===== config.mk =====
export PLATFORM = sky130hd
export DESIGN_NAME = traffic_phase_ctrl
export DESIGN_NICKNAME = d
export VERILOG_FILES = /design/src/rtl/traffic_pkg.sv /design/src/rtl/phase_gap_gen.sv /design/src/rtl/traffic_phase_ctrl.sv
export SDC_FILE = /design/constraint.sdc
export NUM_CORES = 1
export LEC_CHECK = 0
export ABC_AREA = 1
export CORE_ASPECT_RATIO = 0.5
export CORE_MARGIN = 5
export CORE_UTILIZATION = 33
export DETAILED_ROUTE_END_ITERATION = 7
export MAX_ROUTING_LAYER = met4
export PLACE_DENSITY_LB_ADDON = 0.1
export SLEW_MARGIN = 10
export SYNTH_ARGS = -nofsm -noshare
export SYNTH_HDL_FRONTEND = slang
export SYNTH_SLANG_ARGS = --single-unit

===== constraint.sdc =====
create_clock -name clk -period 5.8 [get_ports clk]
set_clock_uncertainty 0.1 [all_clocks]
set_input_delay 1.74 -clock clk [delete_from_list [all_inputs] [get_ports clk]]
set_output_delay 1.74 -clock clk [all_outputs]
set_load 0.02 [all_outputs]

===== src/rtl/traffic_pkg.sv =====
// Shared constants for the traffic phase sequencer: state codes, lamp codes,
// default phase lengths and the fixed phase order.
package traffic_pkg;

  localparam logic [2:0] ST_NS_G  = 3'd0;
  localparam logic [2:0] ST_NS_Y  = 3'd1;
  localparam logic [2:0] ST_CLR1  = 3'd2;
  localparam logic [2:0] ST_EW_G  = 3'd3;
  localparam logic [2:0] ST_EW_Y  = 3'd4;
  localparam logic [2:0] ST_CLR2  = 3'd5;
  localparam logic [2:0] ST_FLASH = 3'd6;

  localparam logic [2:0] RGY_RED = 3'b100;
  localparam logic [2:0] RGY_YEL = 3'b010;
  localparam logic [2:0] RGY_GRN = 3'b001;
  localparam logic [2:0] RGY_OFF = 3'b000;

  localparam int DEF_GREEN_TICKS     = 25;
  localparam int DEF_YELLOW_TICKS    = 3;
  localparam int DEF_CLEAR_TICKS     = 2;
  localparam int DEF_MIN_GREEN_TICKS = 5;

  typedef struct packed {
    logic [2:0] ns;
    logic [2:0] ew;
  } lamp_pair_t;

  function automatic logic [2:0] next_phase(input logic [2:0] st);
    case (st)
      ST_NS_G: next_phase = ST_NS_Y;
      ST_NS_Y: next_phase = ST_CLR1;
      ST_CLR1: next_phase = ST_EW_G;
      ST_EW_G: next_phase = ST_EW_Y;
      ST_EW_Y: next_phase = ST_CLR2;
      default: next_phase = ST_NS_G;
    endcase
  endfunction

  function automatic lamp_pair_t lamps_of(input logic [2:0] st);
    case (st)
      ST_NS_G:  lamps_of = '{ns: RGY_GRN, ew: RGY_RED};
      ST_NS_Y:  lamps_of = '{ns: RGY_YEL, ew: RGY_RED};
      ST_EW_G:  lamps_of = '{ns: RGY_RED, ew: RGY_GRN};
      ST_EW_Y:  lamps_of = '{ns: RGY_RED, ew: RGY_YEL};
      ST_FLASH: lamps_of = '{ns: RGY_YEL, ew: RGY_YEL};
      default:  lamps_of = '{ns: RGY_RED, ew: RGY_RED};
    endcase
  endfunction

endpackage


===== src/rtl/phase_gap_gen.sv =====
// Timer enable gap and blanking: drops en30 for one cycle after every phase change
// and masks c30 until the timer has run one full enabled cycle from zero.
module phase_gap_gen (
  input  logic clk,
  input  logic rst_n,
  input  logic phase_change,
  input  logic c30,
  output logic en30,
  output logic tick_accept
);

  logic blank;

  always_ff @(posedge clk or negedge rst_n) begin
    if (!rst_n) begin
      en30  <= 1'b0;
      blank <= 1'b1;
    end else begin
      en30 <= ~phase_change;
      if (phase_change)
        blank <= 1'b1;
      else if (en30)
        blank <= 1'b0;
    end
  end

  assign tick_accept = c30 & en30 & ~blank;

endmodule


===== src/rtl/traffic_phase_ctrl.sv =====
// Traffic phase sequencer: counts accepted timer ticks per phase, drives lamps,
// walk lamp and the per-phase countdown.
//   state | meaning
//   NS_G  | north-south green          NS_Y  | north-south yellow
//   CLR1  | all-red before east-west   EW_G  | east-west green
//   EW_Y  | east-west yellow           CLR2  | all-red before north-south
//   FLASH | night flash, both yellows toggle per tick
module traffic_phase_ctrl
  import traffic_pkg::*;
#(
  parameter int GREEN_TICKS     = DEF_GREEN_TICKS,
  parameter int YELLOW_TICKS    = DEF_YELLOW_TICKS,
  parameter int CLEAR_TICKS     = DEF_CLEAR_TICKS,
  parameter int MIN_GREEN_TICKS = DEF_MIN_GREEN_TICKS,
  parameter int CNT_W           = 8
) (
  input  logic             clk,
  input  logic             rst_n,
  input  logic             c30,
  input  logic             ped_req,
  input  logic             flash_mode,
  output logic             en30,
  output logic [2:0]       ns_rgy,
  output logic [2:0]       ew_rgy,
  output logic             ped_walk,
  output logic [CNT_W-1:0] remain,
  output logic [2:0]       phase
);

  localparam int CW1 = CNT_W + 1;

  logic             ped_pend;
  logic             tick_accept;
  logic             phase_change;
  logic             ped_cut;
  logic [2:0]       state_nx;
  logic [CNT_W-1:0] remain_nx;
  lamp_pair_t       lamp_nx;

  function automatic logic [CNT_W-1:0] phase_len(input logic [2:0] st);
    case (st)
      ST_NS_G, ST_EW_G: phase_len = CNT_W'(GREEN_TICKS);
      ST_NS_Y, ST_EW_Y: phase_len = CNT_W'(YELLOW_TICKS);
      ST_CLR1, ST_CLR2: phase_len = CNT_W'(CLEAR_TICKS);
      default:          phase_len = '0;
    endcase
  endfunction

  phase_gap_gen u_gap (
    .clk          (clk),
    .rst_n        (rst_n),
    .phase_change (phase_change),
    .c30          (c30),
    .en30         (en30),
    .tick_accept  (tick_accept)
  );

  // Elapsed green ticks including this one is GREEN - remain + 1; compared without subtraction.
  assign ped_cut = ((phase == ST_NS_G) || (phase == ST_EW_G)) && ped_pend &&
                   (CW1'(GREEN_TICKS + 1) >= ({1'b0, remain} + CW1'(MIN_GREEN_TICKS)));

  always_comb begin
    state_nx  = phase;
    remain_nx = remain;
    if (phase == ST_FLASH) begin
      remain_nx = '0;
      if (!flash_mode) begin
        state_nx  = ST_CLR2;
        remain_nx = CNT_W'(CLEAR_TICKS);
      end
    end else if (flash_mode) begin
      state_nx  = ST_FLASH;
      remain_nx = '0;
    end else if (tick_accept) begin
      if ((remain <= CNT_W'(1)) || ped_cut) begin
        state_nx  = next_phase(phase);
        remain_nx = phase_len(state_nx);
      end else begin
        remain_nx = remain - 1'b1;
      end
    end
  end

  assign phase_change = (state_nx != phase);
  assign lamp_nx      = lamps_of(state_nx);

  always_ff @(posedge clk or negedge rst_n) begin
    if (!rst_n) begin
      phase    <= ST_CLR2;
      remain   <= CNT_W'(CLEAR_TICKS);
      ns_rgy   <= RGY_RED;
      ew_rgy   <= RGY_RED;
      ped_walk <= 1'b0;
      ped_pend <= 1'b0;
    end else begin
      phase  <= state_nx;
      remain <= remain_nx;
      if (phase_change) begin
        ns_rgy <= lamp_nx.ns;
        ew_rgy <= lamp_nx.ew;
      end else if ((phase == ST_FLASH) && tick_accept) begin
        ns_rgy <= ns_rgy ^ RGY_YEL;
        ew_rgy <= ew_rgy ^ RGY_YEL;
      end
      // A request arriving on the clearance entry edge is kept for the next cycle.
      if (state_nx == ST_FLASH) begin
        ped_pend <= 1'b0;
        ped_walk <= 1'b0;
      end else if (phase_change && ((state_nx == ST_CLR1) || (state_nx == ST_CLR2))) begin
        ped_walk <= ped_pend;
        ped_pend <= ped_req;
      end else begin
        ped_pend <= ped_pend | ped_req;
        if (phase_change)
          ped_walk <= 1'b0;
      end
    end
  end

endmodule


---- Word-level counts from Yosys, hierarchy flattened ----
Cells that the tools add are included.
word-level totals
  register bits after elaboration ......... 21
  bits in latches ......................... 0
  bits in writable memories ............... 0
  memory bits (read-only) ................. 0
  input port bits ......................... 5
  output and inout bits ................... 19
  word-level logic and storage cells ...... 83
  memories ................................ 0
cells by class
  add/subtract/negate cells ............... 2
  $mul .................................... 0
  divide/modulo/power cells ............... 0
  order comparisons ....................... 2
  equality and inequality tests ........... 17
  shifts and indexed selects .............. 0
  mux-type cells .......................... 28
  bitwise operators ....................... 7
  reduce and logical (&&, ||, !) cells .... 17
operators by type and width
  operator                                                               number
  3-bit two-way mux                                                      11
  8-bit two-way mux                                                      4
  6-bit case mux with 5 select lines                                     1
  3-bit equality test, second input constant                             7
  3-bit by 2-bit equality test with 1-bit output, second input constant  6
  3-bit case mux with 5 select lines                                     1
  5-bit case mux with 3 select lines                                     1
  8-bit by 3-bit adder with 9-bit output, second input constant          1
  3-bit by 1-bit equality test with 1-bit output, second input constant  3
  5-bit by 9-bit >= comparator with 1-bit output, first input constant   1
  3-bit logical NOT                                                      3
  8-bit by 1-bit <= comparator with 1-bit output, second input constant  1
  8-bit by 1-bit subtractor with 8-bit output, second input constant     1
  1-bit two-way mux                                                      7
  2-bit two-way mux                                                      3
  3-bit nonzero test                                                     2
  2-bit OR reduction                                                     3
  1-bit logical AND                                                      4
  1-bit inverter                                                         4
  2-bit nonzero test                                                     2
  1-bit logical OR                                                       3
  3-bit inequality test                                                  1
  1-bit AND                                                              2
  1-bit bitwise OR                                                       1

---- Longest topological paths before layout ----
Gate-level depths: netlist (run 1).
  depth in word-level cells ............... 18
  mapped depth ............................ 19

---- By module ----
Synthesis (run 1) repeated with hierarchy kept, for this count alone.
second synthesis, totals
  cells, all modules ...................... 178
  area total of the unflattened synthesis .. 1355.0 um^2
modules (own cells, without submodules)
  module              instances  cells each  area an instance (um^2)  seq. area each (um^2)
  traffic_phase_ctrl  1          170         1278.7                   481.7
  phase_gap_gen       1          8           76.3                     51.3

---- Worst setup path before layout (run 1) ----
Ideal clock, no wire load.
  path type ............................... input -> register
  from .................................... input port c30
  to ...................................... register ew_rgy[0]
  arrival ................................. 2671 ps
  data required time ...................... 5581 ps
  setup slack ............................. 2910 ps
  stages .................................. 12
  buffers on the path ..................... 0
  cell sequence ........................... nand3_1 inv_1 nand2_4 nand2_2 nand2_2 nand2_4 nand2_4 nand2_2 nand2_2 nand2_4 o21ai_2 o21a_1
on the way
  word-level cells in the longest chain between the ends .. 8
  elaborated cells on any way between the ends .. 13
  those cells by class .................... eq/ne: 5; mux: 5; bitwise: 2; reduce/logical: 1
ends and longest elaborated chain
  element                                            RTL line                   RTL
  from (decl)                                        traffic_phase_ctrl.sv:19   input logic c30,
  1-bit AND * (2 in a row)                           phase_gap_gen.sv:27        assign tick_accept = c30 & en30 & ~blank;
  3-bit two-way mux *                                traffic_phase_ctrl.sv:74   end else if (tick_accept) begin
  3-bit two-way mux *                                traffic_phase_ctrl.sv:71   end else if (flash_mode) begin
  3-bit two-way mux *                                traffic_phase_ctrl.sv:65   if (phase == ST_FLASH) begin
  net state_nx[1]                                    traffic_phase_ctrl.sv:36   logic [2:0] state_nx;
  3-bit equality test, or another cell as far along  traffic_pkg.sv:40          case (st)
  6-bit case mux with 5 select lines                 traffic_pkg.sv:40
  3-bit two-way mux                                  traffic_phase_ctrl.sv:98   if (phase_change) begin
  to (signal assigned)                               traffic_phase_ctrl.sv:100  ew_rgy <= lamp_nx.ew;
  to (signal assigned)                               traffic_phase_ctrl.sv:103  ew_rgy <= ew_rgy ^ RGY_YEL;
  to (decl)                                          traffic_phase_ctrl.sv:24   output logic [2:0] ew_rgy,
Mark *: on every way through the listed nets, which the timed path passes. The rest lies on a longest branch. The select of a mux whose other input is x is not followed.
A chain may end at the register's enable or synchronous reset.

---- Worst setup path after layout (run 1) ----
  from .................................... register phase[0]
  to ...................................... output port phase[0]
RTL lines
  element                 RTL line                  RTL
  from (decl)             traffic_phase_ctrl.sv:27  output logic [2:0] phase
  from (signal assigned)  traffic_phase_ctrl.sv:96  phase <= state_nx;
No word-level cell between the ends.

==> results.py, run 1 <==
metrics = {
    "status": {
        "status": "finished, final reports clean",
    },
    "clock_tree": {
        "cts_tree": "built",
        "ctsHoldBuffers": 0,
        "htree_levels": 1,
        "clockBufferDepth": 2,
        "cts_setup_buffers": 0,
        "clock_sinks": 21,
        "post_cts_resized": 0,
        "clock_latency_ns": 0.27,
        "numCtsBuffers": 3,
        "clk_pin_slew_worst_paths_ns": 0.08,
        "cts_root_buffer": "clkbuf_8",
    },
    "worst_setup_path": {
        "worstSetupPathType": "reg -> out",
        "crit_chain": "clkdlybuf4s50_1",
        "arrival_ns": 1.56,
        "crit_fanout": 11,
        "max_stage_delay_ns": 0.65,
        "path_buf_inv": 1,
        "slowest_stage": "dfstp_2",
        "path_delay_family": "flip-flops",
        "required_ns": 3.96,
        "worst_setup_path_start_kind": "flop",
        "cp-end-kind": "primary output",
    },
    "die": {
        "die_w_um": 102,
        "die_h_um": 55.9,
        "pin_count": 24,
        "fp-row-count": 16,
        "dieArea_mm2": 0.00569,
        "initial_core_util_pct": 34.9,
        "core_area_mm2": 0.00398,
    },
    "global_route": {
        "grt_overflow": 0,
        "antenna_found_initial": 0,
        "grt_pass1_wl_mm": 5.76,
        "grt_max_degree": 22,
        "track_usage_pct": 12.9,
        "first_global_vias": 1176,
    },
    "drt": {
        "dr.pass1.iters": 4,
        "routed_wl_mm": 3.40,
        "drc_errors": 0,
        "first_iter_violations": 93,
        "postRouteAntennaNets": 0,
        "wire_per_inst_um": 13.2,
        "vias": 1264,
        "vias_per_cell": 4.92,
    },
    "timing": {
        "setup_ws_ns": 2.40,
        "tns_ns": 0,
        "max_freq_mhz": 294,
        "slew_viol_final": 0,
        "max_slew_margin_pct": 35.8,
        "setup_viol": 0,
        "hold_viol": 0,
        "period_share_pct": 58.6,
        "rsz0062_at_grt": "no",
        "tightest_slew_ns": 0.960,
        "timing.final.crit_period_ns": 3.40,
    },
    "pwr": {
        "leakage_nw": 0.805,
        "ir_drop_uv": 109,
        "totalPowerFinal_mw": 0.454,
        "p_per_area_mw_per_mm2": 265,
    },
    "layout": {
        "areaGrowthSynthToFinish_pct": 23.4,
        "final_nets": 213,
        "drive_gt1_share_pct": 17.7,
        "antenna_cells": 0,
    },
    "yosys": {
        "ys_types": 30,
        "post_synth.cell_area_avg_um2": 7.76,
        "seq_area_frac_synth_pct": 38.4,
        "yosysWarnings": 0,
        "synthCells": 179,
        "synth_area_mm2": 0.00139,
        "synth.net_count": 188,
        "ys_ff_latch": 21,
    },
    "placed_design": {
        "pre_cts_slack_ns": 2.24,
        "hpwl_mm": 2.60,
        "place.gp.congestion": 0.943,
        "portBuffers": 23,
    },
    "min_path": {
        "hp-class": "reg -> reg",
    },
    "flow_run": {
        "cap_violations": 0,
    },
}
==> synthesized netlist by cell type <==
cell | n | area, um2
a21oi_1 | 4 | 20.0
a21oi_2 | 2 | 17.5
a22oi_1 | 1 | 7.51
a41oi_1 | 1 | 8.76
buf_2 | 2 | 10.0
buf_6 | 1 | 11.3
dfrtp_1 | 15 | 375
dfstp_2 | 6 | 158
ha_1 | 4 | 50.1
inv_1 | 18 | 67.6
inv_2 | 7 | 26.3
inv_4 | 1 | 6.26
nand2_1 | 38 | 143
nand2_2 | 6 | 37.5
nand2_4 | 5 | 56.3
nand3_1 | 15 | 75.1
nand3b_1 | 2 | 15.0
nand4_1 | 3 | 18.8
nor2_1 | 13 | 48.8
nor2_2 | 3 | 18.8
nor3_1 | 1 | 5.00
o211ai_1 | 4 | 30.0
o21a_1 | 2 | 15.0
o21ai_0 | 5 | 25.0
o21ai_1 | 6 | 30.0
o21ai_2 | 2 | 17.5
o22ai_1 | 4 | 25.0
o32ai_1 | 3 | 26.3
xnor2_1 | 2 | 17.5
xor2_1 | 3 | 26.3
==> cell type report <==
cell class | count | area (um2)
Tap cell | 54 | 67.6
Timing Repair Buffer | 23 | 230
Fill cell | 409 | 2270
Inverter | 26 | 100
Multi-Input combinational cell | 129 | 734
Sequential cell | 21 | 533
Clock buffer | 3 | 41.3
Clock inverter | 1 | 7.51
==> logic make-up (layout without fill, tap and decap cells) <==
family	count (synthesis)	count (layout)	share of synthesized area, %
AO/OA/AOI/OAI	34	34	16.0
XOR/XNOR	5	5	3.15
flip-flops	21	21	38.4
adder cells (fa/ha/maj)	4	4	3.60
buffers and inverters	29	53	8.74
AND/OR/NAND/NOR	86	86	30.1
==> where the power goes <==
part / leakage, nW / switching [mW] / internal, mW
sequential: 0.261 / 0.0167 / 0.169
clock: 0.0217 / 0.0510 / 0.0486
combinational: 0.522 / 0.102 / 0.0661
total: 0.805 / 0.170 / 0.284
==> layout by cell type (no fill, tap or decap), drive strengths merged, types with 2 or more instances in the layout <==
master / count
o32ai: 3
xor2: 3
nor2: 16
clkdlybuf4s50: 23
o21a: 2
nand3: 15
dfstp: 6
inv: 26
ha: 4
nand3b: 2
o22ai: 4
xnor2: 2
o21ai: 13
clkbuf: 3
a21oi: 6
nand2: 49
nand4: 3
o211ai: 4
dfrtp: 15
==> stage by stage <==
| stage | utilization [%] | cells | hold slack [ns] | area [um2] |
|---|---|---|---|---|
| 2_1_floorplan | - | 179 | 0.359 | 1390 |
| 6_report | 43.0 | 257 | 0.367 | 1710 |
| 5_1_grt | 43.0 | 257 | 0.405 | 1710 |
| 3_3_place_gp | 41.8 | 253 | 0.357 | 1670 |
| 4_1_cts | 43.0 | 257 | 0.366 | 1710 |
| 3_5_place_dp | 41.8 | 253 | 0.352 | 1670 |
==> metal layers <==
layer,routed length [um],GRT usage [%],vias to the layer above,share of wire [%]
li1,-,-,645,-
met2,1470,17.3,30,43
met4,5,3.41,0,0.15
met1,1760,19.3,587,52
met3,161,2.88,2,4.7
met5,0,-,-,0
==> state kept, by name, summed over array words and instances (netlist names) <==
register and count:
remain 8, ew_rgy 3, ns_rgy 3, phase 3, ped_pend 1, ped_walk 1, u_gap.blank 1, u_gap.en30 1
==> worst paths after layout <==
check | to | startpoint | cells after the start | slack, ns
worst max-delay path | phase[0] | phase[0] | 1 | 2.40
worst min-delay path | u_gap.blank | u_gap.en30 | 1 | 0.37
worst max register to register | ped_pend | remain[1] | 17 | 3.22
worst min register to register | u_gap.blank | u_gap.en30 | 1 | 0.37
min in group asynchronous | ew_rgy[1] | rst_n | 1 | 1.90
max in group asynchronous | remain[0] | rst_n | 1 | 3.11
Note: power is estimated with default switching activity, not from simulation.
==> run 2: changes to the inputs <==
Clock period 5.8 ns to 3.1 ns, I/O delays scaled along.
==> results.py, run 2 (synthesis results as in run 1) <==
metrics = {
    "worst_setup_path": {
        "worstSetupPathType": "reg -> out",
        "cp-end-kind": "primary output",
        "path_buf_inv": 1,
        "arrival_ns": 1.56,
        "max_stage_delay_ns": 0.65,
        "required_ns": 2.07,
        "slowest_stage": "dfstp_2",
        "crit_fanout": 11,
        "worst_setup_path_start_kind": "flop",
        "path_delay_family": "flip-flops",
        "crit_chain": "clkdlybuf4s50_1",
    },
    "drt": {
        "first_iter_violations": 59,
        "drc_errors": 0,
        "dr.pass1.iters": 4,
        "vias_per_cell": 4.87,
        "routed_wl_mm": 3.40,
        "wire_per_inst_um": 13.2,
        "postRouteAntennaNets": 0,
        "vias": 1257,
    },
    "clock_tree": {
        "cts_root_buffer": "clkbuf_8",
        "numCtsBuffers": 3,
        "clock_latency_ns": 0.27,
        "clockBufferDepth": 2,
        "cts_tree": "built",
        "clk_pin_slew_worst_paths_ns": 0.08,
        "ctsHoldBuffers": 0,
        "post_cts_resized": 0,
        "htree_levels": 1,
        "clock_sinks": 21,
        "cts_setup_buffers": 0,
    },
    "global_route": {
        "first_global_vias": 1199,
        "grt_max_degree": 22,
        "antenna_found_initial": 0,
        "track_usage_pct": 13.0,
        "grt_overflow": 0,
        "grt_pass1_wl_mm": 5.78,
    },
    "die": {
        "dieArea_mm2": 0.00569,
        "core_area_mm2": 0.00398,
        "pin_count": 24,
        "die_w_um": 102,
        "die_h_um": 55.9,
        "fp-row-count": 16,
        "initial_core_util_pct": 34.9,
    },
    "timing": {
        "period_share_pct": 83.6,
        "hold_viol": 0,
        "tightest_slew_ns": 0.364,
        "max_freq_mhz": 386,
        "timing.final.crit_period_ns": 2.59,
        "tns_ns": 0,
        "rsz0062_at_grt": "no",
        "max_slew_margin_pct": 75.7,
        "setup_viol": 0,
        "slew_viol_final": 0,
    },
    "pwr": {
        "leakage_nw": 0.809,
        "totalPowerFinal_mw": 0.852,
        "p_per_area_mw_per_mm2": 495,
        "ir_drop_uv": 210,
    },
    "status": {
        "status": "finished, final reports clean",
    },
    "placed_design": {
        "portBuffers": 23,
        "hpwl_mm": 2.57,
        "place.gp.congestion": 0.949,
    },
    "layout": {
        "n_fill_cell": 408,
        "register_area_um2": 533,
        "largest_register": "remain",
        "largest_reg_flops": 8,
        "final_cell_mix": "nand2_1, clkdlybuf4s50_1, inv_1, nand3_1, dfrtp_1",
        "antenna_cells": 0,
        "drive_gt1_share_pct": 18.1,
        "multiInputGateArea_um2": 734,
        "final_nets": 214,
        "layout_commonest_cell": "nand2_1",
        "areaGrowthSynthToFinish_pct": 24.0,
    },
    "min_path": {
        "hp-class": "reg -> reg",
    },
    "flow_run": {
        "cap_violations": 0,
    },
}
-- run 2: layout make-up --
cell class | instances | area share, %
inverters | 26 | 5.81
clock buffers | 3 | 2.40
repair buffers | 24 | 13.8
well taps | 54 | 3.92
clock inverters | 1 | 0.436
flip-flops and latches | 21 | 31.0
multi-input cells | 129 | 42.7
-- run 2: layer usage --
metal  track usage (%)  vias up  share of wire [%]
li1                  -      652                  -
met1              18.8      573                 52
met2              18.0       28                 43
met3              3.13        4                4.7
met4              3.41        0               0.74
met5                 -        -                  0
-- run 2: worst paths after layout --
check                              end  cells past startpoint        from  slack, ns
max in group asynchronous    remain[1]                      2       rst_n       1.70
hold / removal             u_gap.blank                      1  u_gap.en30       0.37
setup / recovery              phase[0]                      1    phase[0]       0.51
setup reg to reg              ped_pend                     17   remain[1]       0.54
hold reg to reg            u_gap.blank                      1  u_gap.en30       0.37
min in group asynchronous    ew_rgy[1]                      2       rst_n       0.91
-- run 2: where the power goes --
part / internal, mW / leakage, nW / total [mW] / switching [mW]
Combinational: 0.125 / 0.526 / 0.317 / 0.193
Sequential: 0.317 / 0.261 / 0.348 / 0.0314
Clock: 0.0909 / 0.0217 / 0.187 / 0.0957
-- run 2: per-stage QoR --
| step | worst slack (ns) | utilization [%] | hold slack (ns) | area [um2] | instances |
|---|---|---|---|---|---|
| after floorplan | 0.835 | - | 0.359 | 1390 | 179 |
| after global placement | 0.331 | 42.0 | 0.358 | 1670 | 254 |
| after detailed placement | 0.360 | 42.0 | 0.357 | 1670 | 254 |
| after CTS | 0.491 | 43.2 | 0.370 | 1720 | 258 |
| after global routing | 0.374 | 43.2 | 0.409 | 1720 | 258 |
| final | 0.507 | 43.2 | 0.369 | 1720 | 258 |
